**src/rtl/nibble_serial_addsub.sv**
```systemverilog
// Nibble-serial 16-bit saturating add/subtract unit.
// Runs one 4-bit carry-lookahead adder once per clock, LSB nibble first.
// The carry between nibbles is held in a register. The final nibble
// produces the overflow flag, and the result is then clamped or left to wrap.

module CLA_4bit (
    input  logic [3:0] a,
    input  logic [3:0] b,
    input  logic       cin,
    input  logic       sub,
    output logic [3:0] sum,
    output logic       gGroup,
    output logic       pGroup,
    output logic       ovfl
);

    logic [3:0] bEff;
    logic [3:0] g;
    logic [3:0] p;
    logic [4:0] c;

    // Lookahead carries, group generate/propagate, and signed overflow of this nibble
    always_comb begin
        bEff   = b ^ {4{sub}};
        g      = a & bEff;
        p      = a ^ bEff;
        c[0]   = cin | sub;
        c[1]   = g[0] | (p[0] & c[0]);
        c[2]   = g[1] | (p[1] & g[0]) | (p[1] & p[0] & c[0]);
        c[3]   = g[2] | (p[2] & g[1]) | (p[2] & p[1] & g[0]) | (p[2] & p[1] & p[0] & c[0]);
        gGroup = g[3] | (p[3] & g[2]) | (p[3] & p[2] & g[1]) | (p[3] & p[2] & p[1] & g[0]);
        pGroup = &p;
        c[4]   = gGroup | (pGroup & c[0]);
        sum    = p ^ c[3:0];
        ovfl   = c[3] ^ c[4];
    end

endmodule

module nibble_serial_addsub #(
    parameter int NIBBLES  = 4,
    parameter int SATURATE = 1
) (
    input  logic                 clk,
    input  logic                 rst_n,
    input  logic                 start,
    input  logic [4*NIBBLES-1:0] A,
    input  logic [4*NIBBLES-1:0] B,
    input  logic                 sub,
    output logic                 ready,
    output logic                 done,
    output logic [4*NIBBLES-1:0] Result,
    output logic                 Z,
    output logic                 V,
    output logic                 N
);

    localparam int W  = 4 * NIBBLES;
    localparam int CW = (NIBBLES > 1) ? $clog2(NIBBLES) : 1;
    localparam logic [CW-1:0] LAST = CW'(NIBBLES - 1);

    typedef enum logic {IDLE, RUN} state_t;

    state_t         state_q;
    logic [CW-1:0]  count_q;
    logic           carry_q;
    logic [W-1:0]   opA_q;
    logic [W-1:0]   opB_q;
    logic [W-1:0]   partSum_q;
    logic [W-1:0]   result_q;
    logic           z_q;
    logic           v_q;
    logic           n_q;
    logic           done_q;

    logic [3:0]     claSum;
    logic           claG;
    logic           claP;
    logic           claOvfl;
    logic           carry_d;
    logic [W-1:0]   rawSum_d;
    logic [W-1:0]   final_d;

    // B is pre-inverted at acceptance and the +1 enters through the carry
    // register, so the adder instance itself always adds.
    CLA_4bit u_cla (
        .a      (opA_q[count_q*4 +: 4]),
        .b      (opB_q[count_q*4 +: 4]),
        .cin    (carry_q),
        .sub    (1'b0),
        .sum    (claSum),
        .gGroup (claG),
        .pGroup (claP),
        .ovfl   (claOvfl)
    );

    // Next carry, full raw sum with the top nibble spliced in, and the clamped result
    always_comb begin
        carry_d          = claG | (claP & carry_q);
        rawSum_d         = partSum_q;
        rawSum_d[W-1 -: 4] = claSum;
        final_d          = rawSum_d;
        if ((SATURATE != 0) && claOvfl) begin
            final_d = opA_q[W-1] ? {1'b1, {(W-1){1'b0}}} : {1'b0, {(W-1){1'b1}}};
        end
    end

    // Control FSM with the operand, partial-sum and output registers
    always_ff @(posedge clk) begin
        if (!rst_n) begin
            state_q   <= IDLE;
            count_q   <= '0;
            carry_q   <= 1'b0;
            opA_q     <= '0;
            opB_q     <= '0;
            partSum_q <= '0;
            result_q  <= '0;
            z_q       <= 1'b0;
            v_q       <= 1'b0;
            n_q       <= 1'b0;
            done_q    <= 1'b0;
        end else begin
            done_q <= 1'b0;
            case (state_q)
                IDLE: begin
                    if (start) begin
                        opA_q   <= A;
                        opB_q   <= sub ? ~B : B;
                        carry_q <= sub;
                        count_q <= '0;
                        state_q <= RUN;
                    end
                end
                RUN: begin
                    partSum_q[count_q*4 +: 4] <= claSum;
                    carry_q                   <= carry_d;
                    count_q                   <= count_q + 1'b1;
                    if (count_q == LAST) begin
                        result_q <= final_d;
                        z_q      <= (final_d == '0);
                        v_q      <= claOvfl;
                        n_q      <= final_d[W-1];
                        done_q   <= 1'b1;
                        count_q  <= '0;
                        state_q  <= IDLE;
                    end
                end
                default: state_q <= IDLE;
            endcase
        end
    end

    assign ready  = (state_q == IDLE);
    assign done   = done_q;
    assign Result = result_q;
    assign Z      = z_q;
    assign V      = v_q;
    assign N      = n_q;

endmodule

```
**config.mk**
```make
export PLATFORM = sky130hd
export DESIGN_NAME = nibble_serial_addsub
export DESIGN_NICKNAME = d
export VERILOG_FILES = /design/src/rtl/nibble_serial_addsub.sv
export SDC_FILE = /design/constraint.sdc
export NUM_CORES = 1
export LEC_CHECK = 0
export ABC_AREA = 0
export BUFFER_PORTS_ARGS = -buffer_cell sky130_fd_sc_hd__buf_2
export CORE_MARGIN = 1
export CORE_UTILIZATION = 54
export CTS_CLUSTER_DIAMETER = 40
export DETAILED_ROUTE_END_ITERATION = 6
export GPL_TIMING_DRIVEN = 0
export PLACE_DENSITY = 0.83
export SLEW_MARGIN = 20
export SYNTH_ARGS = -nofsm -noshare
export SYNTH_HDL_FRONTEND = slang
export SYNTH_SLANG_ARGS = --single-unit
export TNS_END_PERCENT = 10
```
**constraint.sdc**
```tcl
create_clock -name clk -period 3.7 [get_ports clk]
set_input_delay 0.37 -clock clk [delete_from_list [all_inputs] [get_ports clk]]
set_output_delay 0.37 -clock clk [all_outputs]
set_load 0.02 [all_outputs]
```
==> impl_results.md <==
- Fmax: 0.3017 GHz
- Grt ovf: 0
- Worst-Margin Slew: 0.6654 ns
- Clk sinks: 67
- Max incr delay on CP: 0.63 ns
- Final ANT Viol Nets: 0
- Via density per instance: 5.524
- First-pass GRT wire length: 11.41 mm
- Final WL: 6.980 mm
- Max-cap violations: 0
- Post-detail-place hpwl: 5.256 mm
- WL/cell: 14.51 µm
- All-Layer GR Usage: 0.2408
- Largest net degree at the start of global routing: 11
- Die area: 0.006281 mm²
- Power density cells: 407.3 mW/mm²
- H-tree Lvls: 3
- Ant diodes: 0
- Vias in the first global route: 2501
- Worst setup path startpoint: count_q[1]$_SDFFE_PN0P_
- Clk buf depth: 2
- Critical path class: reg -> reg
- Syn_nets: 384
- Distinct cells, synth: 44
- Most common cell after layout, fill and taps aside: nand2_1
- Mapped Area: 0.003223 mm²
- Pre-antenna DRT Iters: 4
- Final Cycle Share: 0.8958
- Slowest CP cell: mux4_2
- Root Buffer: clkbuf_8
- Buffers added on ports: 55
- R2r setup slk: 0.39 ns
- Starting Density: 0.5713
- # DRC: 0
- CTS Hold Bufs: 0
- Clock insertion delay at the later pin of the skew report: 0.34 ns
- Crit path max-delay family: compound AO/OA/AOI/OAI gates
- EDFF count, synth: 0
- Leak Pwr: 1.620 nW
- Crit path capture type: flip-flop
- Crit Reg-Reg Endpoint: Result[4]$_SDFFE_PN0P_
- Row cnt: 27
- Setup_tns: 0 ns
- Worst slew margin: 0.5501
- FF+latch count, synth: 67
- Hold path cells: 3
- Final min period: 3.315 ns
- Hold Vio Cnt, Final: 0
- Ys flop type: dfxtp_1
- Reg clk slew, reported paths: 0.07 ns
- Initial antenna violation count: 0
- Ys async rst share: 0
- CP bufs+invs: 2
- YS warnings: 0
- Worst r2r src: count_q[1]$_SDFFE_PN0P_
- Vias: 2657
- RSZ-0062 raised after global routing: false
- DIE WIDTH: 79.26 µm
- Mapped Cells: 338
- Sequential share of the synthesized area: 0.4161
- Avg Cell Area, Syn: 9.536 µm²
- DP Worst Slack: 0.3511 ns
- Fin. max-slew vios: 0
- Placer Congestion: 0.9263
- Outcome: complete, no violations
- Final setup vio count: 0
- Worst Setup Start Kind: flip-flop
- Crit path cell chain: clkbuf_1 -> mux4_2 -> ha_1 -> a21oi_1 -> and4b_4 -> o31ai_2 -> buf_2 -> o211ai_1 -> a21boi_0
- Worst path required time: 3.97 ns
- CP max FO: 10
- I/O pins: 57
- CTS tree: yes
- Core area: 0.005642 mm²
- Hold/Removal Path Class: in -> reg
- Worst Slack Setup Final: 0.3854 ns
- Die H: 79.26 µm
- Fraction of layout instances using a drive strength above 1: 0.2152
- Area growth syn-to-layout: 16.15%
- Peak VDD IR: 0.2583 mV
- Initial DRC count: 134
- CTS buffer count: 9
- Hold Startpoint: A[10]
- Commonest cells after routing, fill and taps aside: nand2_1 (70), dfxtp_1 (67), buf_2 (59)
- Clk_skew: 0.007925 ns
- # nets final: 450
- Reg2reg path depth: 9
- Worst EP arrival: 3.58 ns
- Hold EP: opA_q[10]$_SDFFE_PN0P_
## worst max-delay path by stage
stage | end | slack [ns] | depth (start not counted)
5_1_grt | Result[4]$_SDFFE_PN0P_ | 0.06 | 9
3_3_place_gp | Result[12]$_SDFFE_PN0P_ | 0.42 | 10
2_1_floorplan | Z$_SDFFE_PN0P_ | 0.69 | 9
4_1_cts | Result[8]$_SDFFE_PN0P_ | 0.32 | 10
3_5_place_dp | Z$_SDFFE_PN0P_ | 0.35 | 9
6_report | Result[4]$_SDFFE_PN0P_ | 0.39 | 9
## cell families after synthesis
kind of cell	share of synthesized area
muxes	0.06871
adders and majority gates	0.04115
and+or+nand+nor	0.1580
buffers and inverters	0.03882
AOI/OAI and AO/OA	0.2255
xor gates and xnor gates	0.05163
DFF	0.4162
## flip-flops by register name, indices dropped and copies added (netlist names), 2 cells and up
signal and count:
opA_q 16, Result 16, opB_q 16, count_q 2, partSum_q 12
## cell type report
cell class                      instances  area, µm²
Multi-Input combinational cell        242       1757
Inverter                                4      15.01
Clock inverter                          3      15.01
Buffer                                 25      111.4
Tap cell                               72      90.09
Sequential cell                        67       1341
Timing Repair Buffer                   55      275.3
Fill cell                             460       1898
Clock buffer                           13      138.9
## repair_timing
item	in CTS	in global routing
gates resized for setup	0	1
setup endpoints to repair	0	1
setup buffers	0	0
## Yosys cell counts (3+ instances only)
master    count  area, µm²
o21ai_0       4      20.02
nor2b_1      12      75.07
o211ai_1     13      97.59
inv_1         4      15.01
clkbuf_1     18      67.56
nand2b_1      5      31.28
a22oi_1      10      75.07
xnor2_1      17      148.9
a21oi_1       6      30.03
ha_1          9      112.6
dfxtp_1      67       1341
nor3_1        5      25.02
o211a_1      17      170.2
mux2i_1       3      30.03
nand2_1      70      262.8
buf_2         4      20.02
mux4_2        8      180.2
a21boi_0     31      232.7
## worst register-to-register path, delay by kind of cell, from the launching register on
family          cells  cell delay, ns
fa+ha+maj           1            0.33
mux                 1            0.64
compound gates      4            0.87
flops               1            0.36
buf+inv             2            0.81
simple gates        1            0.23
## per-layer routing
metal  global-route usage  part of all wire  vias to the layer above
li1                     -                 -                     1325
met1               0.2928              0.45                     1244
met2               0.3974              0.47                       74
met3              0.06207             0.056                       14
met4               0.1109             0.021                        0
met5                    0                 0                        -
## where the power goes
group	internal [mW]	switching, mW
logic	0.112	0.135
registers	0.754	0.0207
clock network	0.241	0.262
## stage by stage
stage | utilization | area (µm²) | hold slack (ns) | total power, mW | std cells
after global routing | 0.6636 | 3744 | 0.2797 | 1.590 | 481
after global placement | 0.6361 | 3588 | 0.4348 | 1.027 | 465
after CTS | 0.6633 | 3742 | 0.2723 | 1.525 | 481
after floorplan | - | 3223 | 0.4403 | 0.9621 | 338
final | 0.6636 | 3744 | 0.2691 | 1.525 | 481
after detailed placement | 0.6361 | 3588 | 0.4402 | 1.036 | 465
Note: power is estimated with default switching activity, not from simulation.
